## config.mk

```make
export PLATFORM = sky130hd
export DESIGN_NAME = obi_instr_fetch_bridge
export DESIGN_NICKNAME = d
export VERILOG_FILES = /design/src/rtl/tb_mem_pkg.sv /design/src/rtl/tb_stall_lfsr.sv /design/src/rtl/obi_instr_fetch_bridge.sv
export SDC_FILE = /design/constraint.sdc
export NUM_CORES = 1
export LEC_CHECK = 0
export ABC_AREA = 1
export CORE_MARGIN = 3
export CORE_UTILIZATION = 30
export CTS_BUF_LIST = sky130_fd_sc_hd__clkbuf_8 sky130_fd_sc_hd__clkbuf_16
export DETAILED_ROUTE_END_ITERATION = 8
export SETUP_SLACK_MARGIN = 0.15
export SYNTH_ARGS = -nofsm -noshare
export SYNTH_HDL_FRONTEND = slang
export SYNTH_HIERARCHICAL = 1
export SYNTH_SLANG_ARGS = --single-unit
export TNS_END_PERCENT = 50
```

## constraint.sdc

```tcl
create_clock -name clk_i -period 5.3 [get_ports clk_i]
set_input_delay 0.53 -clock clk_i [delete_from_list [all_inputs] [get_ports clk_i]]
set_output_delay 0.53 -clock clk_i [all_outputs]
set_load 0.05 [all_outputs]
```

## src/rtl/tb_mem_pkg.sv

```systemverilog
// Shared types and constants for the testbench-memory OBI bridges.
//   obi_fetch_req_t / obi_fetch_rsp_t : OBI instruction-fetch request/response bundles
//   LFSR_TAPS                          : feedback mask of the 16-bit stall LFSR (taps 16,14,13,11)
//   line_slice_offset()                : bit offset of the fetch word inside a RAM read line
package tb_mem_pkg;

  // Bits 15, 13, 12 and 10 of the register correspond to taps 16, 14, 13 and 11.
  localparam logic [15:0] LFSR_TAPS = 16'hB400;

  typedef struct packed {
    logic        req;
    logic [31:0] addr;
  } obi_fetch_req_t;

  typedef struct packed {
    logic        gnt;
    logic        rvalid;
    logic [31:0] rdata;
    logic        err;
  } obi_fetch_rsp_t;

  // A fetch at addr[1] = 1 starts one halfword into the line: offset addr[1] * 16.
  function automatic int unsigned line_slice_offset(input logic addr1);
    return {27'd0, addr1, 4'd0};
  endfunction

endpackage

```

## src/rtl/tb_stall_lfsr.sv

```systemverilog
// Pseudo-random grant-stall generator with a bounded stall length.
//   clk_i, rst_i  : clock, asynchronous active-high reset
//   stall_en_i    : enables stalls; the LFSR advances only while this is high
//   req_i         : a request is pending this cycle
//   stall_now_o   : withhold the grant this cycle
// A pending request is stalled for at most MAX_STALL consecutive cycles.
module tb_stall_lfsr
  import tb_mem_pkg::*;
#(
  parameter int unsigned MAX_STALL = 3,
  parameter logic [15:0] LFSR_SEED = 16'hACE1
) (
  input  logic clk_i,
  input  logic rst_i,
  input  logic stall_en_i,
  input  logic req_i,
  output logic stall_now_o
);

  localparam logic [3:0] MAX_STALL_C = 4'(MAX_STALL);

  logic [15:0] lfsr_q, lfsr_d;
  logic [3:0]  stall_cnt_q, stall_cnt_d;
  logic        stall_now;

  always_comb begin
    stall_now   = stall_en_i & lfsr_q[0] & (stall_cnt_q < MAX_STALL_C);
    lfsr_d      = stall_en_i ? {lfsr_q[14:0], ^(lfsr_q & LFSR_TAPS)} : lfsr_q;
    // A stalled request is exactly req & stall_now; anything else (grant or no request) clears.
    stall_cnt_d = (req_i & stall_now) ? stall_cnt_q + 4'd1 : 4'd0;
  end

  always_ff @(posedge clk_i or posedge rst_i) begin
    if (rst_i) begin
      lfsr_q      <= LFSR_SEED;
      stall_cnt_q <= 4'd0;
    end else begin
      lfsr_q      <= lfsr_d;
      stall_cnt_q <= stall_cnt_d;
    end
  end

  assign stall_now_o = stall_now;

endmodule

```

## src/rtl/obi_instr_fetch_bridge.sv

```systemverilog
// OBI instruction-fetch port to testbench dual-port RAM port A.
//   clk_i, rst_i                        : clock, asynchronous active-high reset
//   instr_req_i, instr_addr_i           : OBI fetch request, halfword-aligned byte address
//   instr_gnt_o                         : OBI grant
//   instr_rvalid_o, instr_rdata_o,
//   instr_err_o                         : OBI response (err for out-of-range addresses)
//   stall_en_i                          : enables random grant stalls
//   ram_en_o, ram_addr_o, ram_rdata_i   : RAM port A (read data registered, 1-cycle latency)
//   gnt_count_o                         : number of grants, wrapping
// Handshake: a request is accepted in every cycle with req & gnt. Its response appears
// with rvalid exactly one cycle later. There is no rready, so responses never back up
// and a new grant is always legal; back-to-back grants yield back-to-back rvalids.
module obi_instr_fetch_bridge
  import tb_mem_pkg::*;
#(
  parameter int unsigned ADDR_WIDTH        = 22,
  parameter int unsigned INSTR_RDATA_WIDTH = 128,
  parameter int unsigned MAX_STALL         = 3,
  parameter logic [15:0] LFSR_SEED         = 16'hACE1
) (
  input  logic                         clk_i,
  input  logic                         rst_i,
  input  logic                         instr_req_i,
  input  logic [31:0]                  instr_addr_i,
  output logic                         instr_gnt_o,
  output logic                         instr_rvalid_o,
  output logic [31:0]                  instr_rdata_o,
  output logic                         instr_err_o,
  input  logic                         stall_en_i,
  output logic                         ram_en_o,
  output logic [ADDR_WIDTH-1:0]        ram_addr_o,
  input  logic [INSTR_RDATA_WIDTH-1:0] ram_rdata_i,
  output logic [31:0]                  gnt_count_o
);

  logic                         stall_now;
  logic                         gnt;
  logic                         oor;
  logic [ADDR_WIDTH-1:0]        gnt_addr;
  logic [ADDR_WIDTH-1:0]        ram_addr_q;
  logic                         rsp_valid_q, rsp_a1_q, rsp_oor_q;
  logic [31:0]                  rdata_hold_q;
  logic [31:0]                  gnt_count_q, gnt_count_d;
  logic [INSTR_RDATA_WIDTH-1:0] line_shifted;
  obi_fetch_rsp_t               rsp;

  tb_stall_lfsr #(
    .MAX_STALL (MAX_STALL),
    .LFSR_SEED (LFSR_SEED)
  ) u_stall (
    .clk_i       (clk_i),
    .rst_i       (rst_i),
    .stall_en_i  (stall_en_i),
    .req_i       (instr_req_i),
    .stall_now_o (stall_now)
  );

  assign gnt         = instr_req_i & ~stall_now;
  // Word-aligned line address; bit 1 is remembered to pick the slice, bit 0 is ignored.
  assign gnt_addr    = {instr_addr_i[ADDR_WIDTH-1:2], 2'b00};
  // 33-bit compare so ADDR_WIDTH = 32 still works.
  assign oor         = {1'b0, instr_addr_i} >= (33'd1 << ADDR_WIDTH);
  assign gnt_count_d = gnt_count_q + 32'd1;

  always_comb begin
    rsp          = '0;
    rsp.gnt      = gnt;
    rsp.rvalid   = rsp_valid_q;
    rsp.err      = rsp_valid_q & rsp_oor_q;
    line_shifted = ram_rdata_i >> line_slice_offset(rsp_a1_q);
    if (rsp_valid_q) begin
      rsp.rdata = rsp_oor_q ? 32'h0000_0000 : line_shifted[31:0];
    end else begin
      rsp.rdata = rdata_hold_q;
    end
  end

  always_ff @(posedge clk_i or posedge rst_i) begin
    if (rst_i) begin
      ram_addr_q   <= '0;
      rsp_valid_q  <= 1'b0;
      rsp_a1_q     <= 1'b0;
      rsp_oor_q    <= 1'b0;
      rdata_hold_q <= 32'h0;
      gnt_count_q  <= 32'h0;
    end else begin
      rsp_valid_q <= gnt;
      if (gnt) begin
        ram_addr_q  <= gnt_addr;
        rsp_a1_q    <= instr_addr_i[1];
        rsp_oor_q   <= oor;
        gnt_count_q <= gnt_count_d;
      end
      if (rsp_valid_q) begin
        rdata_hold_q <= rsp.rdata;
      end
    end
  end

  assign instr_gnt_o    = rsp.gnt;
  assign instr_rvalid_o = rsp.rvalid;
  assign instr_rdata_o  = rsp.rdata;
  assign instr_err_o    = rsp.err;
  assign ram_en_o       = gnt;
  assign ram_addr_o     = gnt ? gnt_addr : ram_addr_q;
  assign gnt_count_o    = gnt_count_q;

`ifndef SYNTHESIS
  // Fetch addresses must be halfword aligned.
  addr_halfword_aligned_a : assert property (
    @(posedge clk_i) disable iff (rst_i) instr_req_i |-> !instr_addr_i[0]
  );
`endif

endmodule

```

==> Word-level counts from Yosys, hierarchy flattened <==
Cells that the tools add are included.
Widths: inputs -> output; s select.
{ "word_totals": {"register_bits": 109, "output_inout_bits": 90, "wordCells": 24} }
{ "op_classes": {"n_addsub": 2, "order_cmp": 2, "shifts": 1, "muxes": 4, "n_bitwise": 6, "n_reduce_logical": 1} }
{ "op_table": {"columns": ["cell", "n"], "rows": [
  ["$shr 128x5->32", 1],
  ["$mux 32", 2],
  ["$add 32x1->32 const B", 1],
  ["$ge 32x23->1 const B", 1],
  ["$mux 22", 1],
  ["$reduce_xor 16->1", 1],
  ["$and 1x1->1", 5],
  ["$add 4x1->4 const B", 1],
  ["$lt 4x2->1 const B", 1],
  ["$mux 4", 1],
  ["$not 1->1", 1]
]} }

==> Longest topological paths before layout <==
{ "depth": {"ltp_word": 5, "ltp_mapped": 12} }

==> Hierarchy <==
Netlist, hierarchy kept.
{ "modules_own_cells": {"columns": ["mod", "n_inst", "cells_each", "area_per_inst_um2"], "rows": [
  ["obi_instr_fetch_bridge", 1, 590, 4535.6],
  ["tb_stall_lfsr", 1, 90, 850.8]
]} }

==> Least setup slack after synthesis <==
OpenSTA, ideal clock, no wires.
{ "synth_path": {"kind": "reg-to-output", "start": "register u_stall/stall_cnt_q[0] (netlist name)", "end": "output ram_addr_o[0]", "arrival_ns": 2.203, "required_ns": 4.770, "slack_ns": 2.567, "path_stages_with_launch": 8, "path_cell_list": "dfrtp_1 > ha_1 > nor4_2 > inv_1 > nand2_1 > clkinv_1 > buf_2 > nor2_1"} }
{ "synth_rtl": {"columns": ["item", "line", "rtl"], "rows": [
  ["end: declaration", "obi_instr_fetch_bridge.sv:31", "output logic [ADDR_WIDTH-1:0] ram_addr_o,"]
]} }

==> Worst setup path in the final report <==
{ "layout_path": {"start": "register rsp_a1_q", "end": "output instr_rdata_o[23]"} }
{ "layout_via": {"elab_chain_cells": 3} }
{ "layout_rtl": {"columns": ["item", "line", "rtl"], "rows": [
  ["start: declaration", "obi_instr_fetch_bridge.sv:41", "logic rsp_valid_q, rsp_a1_q, rsp_oor_q;"],
  ["start signal: assignment", "obi_instr_fetch_bridge.sv:90", "rsp_a1_q <= instr_addr_i[1];"],
  ["$shr 128x5->32", "obi_instr_fetch_bridge.sv:70", "line_shifted = ram_rdata_i >> line_slice_offset(rsp_a1_q);"],
  ["$mux 32", "obi_instr_fetch_bridge.sv:72", "rsp.rdata = rsp_oor_q ? 32'h0000_0000 : line_shifted[31:0];"],
  ["$mux 32", "obi_instr_fetch_bridge.sv:71", "if (rsp_valid_q) begin"],
  ["end: declaration", "obi_instr_fetch_bridge.sv:27", "output logic [31:0] instr_rdata_o,"]
]} }
No other way between the ends.

==> impl_metrics.json <==
{
  "post-route-drc-count": 0,
  "startpoint_type": "flop",
  "htree_levels": 3,
  "rsz0062_at_grt": "no",
  "synth-compound-area-share_pct": 13.0,
  "critPathMostFrequentCell": "o21ai_0",
  "firstDrtPassIters": 4,
  "final_common_cell": "nand2_1",
  "io_pins": 254,
  "fin_ws_ns": 1.25,
  "status": "completed",
  "drt.antenna.violating_nets": 0,
  "wl_per_cell_um": 13.2,
  "muxShareOfSynthArea_pct": 0,
  "grt_pass1_wl_um": 23400,
  "synthDistinctLibCells": 31,
  "synth_top_family_by_area": "simple AND/OR/NAND/NOR gates",
  "cts.reportedPaths.clkPinSlew_ns": 0.07,
  "cts_made_buffers": 9,
  "worst_pin_slew_ns": 0.976,
  "hold_viol_final": 0,
  "vias_per_cell": 4.48,
  "netlist_instances": 680,
  "grt_util_all_layers_pct": 14.6,
  "synth_simple_gate_area_share_pct": 24.3,
  "vdd_ir_drop_max_uv": 198,
  "crit_type": "reg2out",
  "area_growth_pct": 39.6,
  "grt_remaining_overflow": 0,
  "hold_path.class": "reg2reg",
  "die-height_um": 140,
  "die-area_um2": 19600,
  "slew_violations": 0,
  "relSlewSlack_pct": 34.9,
  "cts_root_buf": "clkbuf_16",
  "setup_viol": 0,
  "skew_ns": 0.00880,
  "synthXorXnorAreaFrac_pct": 2.28,
  "die_w_um": 140,
  "routed-via-count": 4798,
  "end_kind": "output port",
  "avgSynthCellArea_um2": 7.92,
  "syn_area_um2": 5390,
  "cts.path.max_buffers": 2,
  "fp-row-count": 48,
  "powerDensity_nw_per_um2": 292,
  "grt_max_degree": 68,
  "power_uw": 2190,
  "seq_area_um2": 2740,
  "postCtsSetupBuffers": 0,
  "place.port_buffers": 172,
  "wl_um": 14100,
  "place_ws_ns": 1.51,
  "required_ns": 4.77,
  "cts_sinks": 109,
  "cts_hold_buf": 0,
  "n_antenna_cell": 0,
  "critical_path.max_fanout": 33,
  "start_util_pct": 30.9,
  "core_um2": 17400,
  "period_needed_ns": 4.05,
  "cp_slowest_cell": "dfrtp_1",
  "drt_iter0_drc": 259,
  "critPathBufInv": 2,
  "final_cell_mix": "199 x nand2_1, 148 x clkdlybuf4s50_1, 100 x dfrtp_1, 93 x o21ai_0, 90 x inv_1",
  "drive_above_1_share_pct": 8.87,
  "clock_latency_ns": 0.35,
  "crit_family": "buffers and inverters",
  "fin_crit_sh_pct": 76.4,
  "ys_seq_elements": 109,
  "antenna_found_initial": 0,
  "tns_ns": 0,
  "yosys_warnings": 6,
  "fmax_mhz": 247,
  "yosysSeqAreaShare_pct": 50.8,
  "maxCapViolCount": 0,
  "gp_congestion": 0.790,
  "slowest_delay_ns": 0.98,
  "multi_input_area_um2": 2170,
  "cts_tree": "yes",
  "leakage_uw": 0.00338,
  "fill_cells": 1759,
  "final_nets": 1007,
  "dp_hpwl_um": 10200,
  "arrival_ns": 3.52,
  "cts_resized": 0,
  "synth-adder-area-share_pct": 0.465,
  "grt_pass1_vias": 4620,
  "crit_chain": "inv_1, a21oi_1, o21ai_0, o21ai_0, clkdlybuf4s50_1"
}
==> layer usage <==
layer	vias up	track usage [%]	wire (um)	share of wire, %
li1	2473	-	-	-
met2	140	22.6	6020	43
met1	2166	20.0	6890	49
met4	0	5.25	344	2.4
met5	-	0	0	0
met3	19	3.72	884	6.2
==> power breakdown <==
group,leakage (uW),total [uW],switching [uW],internal (uW)
combinational,0.00182,529,339,189
sequential,0.00142,1020,92.1,923
clock,0.000144,650,308,342
==> logic make-up (layout without fill, tap and decap cells) <==
family / Yosys count / in the layout
and+or+nand+nor: 299 / 299
buffers and inverters: 116 / 281
DFF: 109 / 109
xor gates and xnor gates: 14 / 14
adders and majority gates: 2 / 2
other: 1 / 2
AOI/OAI and AO/OA: 139 / 139
==> area by class of cell <==
cell class / instances / area share, %
well taps: 225 / 3.75
flip-flops and latches: 109 / 36.4
clock buffers: 11 / 3.36
clock inverters: 5 / 0.383
repair buffers: 175 / 22.7
inverters: 90 / 4.53
multi-input cells: 456 / 28.8
==> synthesized netlist by cell type <==
cell type | number | share of area, %
dfstp_2 | 8 | 3.9
nand3_1 | 13 | 1.2
o21ai_2 | 1 | 0.16
nor4_2 | 1 | 0.23
nand2_2 | 4 | 0.46
ha_1 | 2 | 0.46
buf_6 | 3 | 0.63
o22ai_1 | 2 | 0.23
o21ai_0 | 93 | 8.6
nor2_1 | 43 | 3.0
buf_4 | 1 | 0.14
nor3_2 | 1 | 0.19
clkinv_1 | 1 | 0.070
nor3_1 | 1 | 0.093
dfrtp_1 | 101 | 47
nand3b_1 | 12 | 1.7
nor2_4 | 5 | 1.0
and2_1 | 1 | 0.12
inv_1 | 89 | 6.2
nand3_2 | 3 | 0.56
o21ai_1 | 11 | 1.0
conb_1 | 1 | 0.070
nand4_1 | 7 | 0.81
clkbuf_1 | 10 | 0.70
buf_8 | 1 | 0.28
xnor2_1 | 6 | 0.98
buf_2 | 11 | 1.0
nor2_2 | 9 | 1.0
xor2_1 | 8 | 1.3
nand2_1 | 199 | 14
a21oi_1 | 32 | 3.0
==> final timing paths <==
kind	from	end	slack, ns	depth (start not counted)
max in group asynchronous	rst_i	rdata_hold_q[8]	3.66	3
max reg2reg	u_stall/stall_cnt_q[0]	gnt_count_o[31]	2.74	10
max	rsp_a1_q	instr_rdata_o[23]	1.25	5
min	u_stall/stall_cnt_q[0]	u_stall/stall_cnt_q[0]	0.44	1
min reg2reg	u_stall/stall_cnt_q[0]	u_stall/stall_cnt_q[0]	0.44	1
min in group asynchronous	rst_i	rdata_hold_q[17]	0.67	2
==> metrics by stage <==
step,cell area [um^2],util [%],std cells,hold slack [ns]
3_5_place_dp,7240,41.5,1055,0.432
2_1_floorplan,5390,-,681,0.409
5_1_grt,7520,43.2,1071,0.451
6_report,7520,43.2,1071,0.440
3_3_place_gp,7240,41.5,1055,0.425
4_1_cts,7520,43.2,1071,0.442
==> registers in the layout, summed over array words and instances (netlist names) <==
| signal | count |
|---|---|
| instr_rvalid_o | 1 |
| rdata_hold_q | 32 |
| u_stall/lfsr_q | 16 |
| rsp_oor_q | 1 |
| ram_addr_q | 22 |
| u_stall/stall_cnt_q | 4 |
| rsp_a1_q | 1 |
| gnt_count_o | 32 |
(Power assumes the default switching activity.)
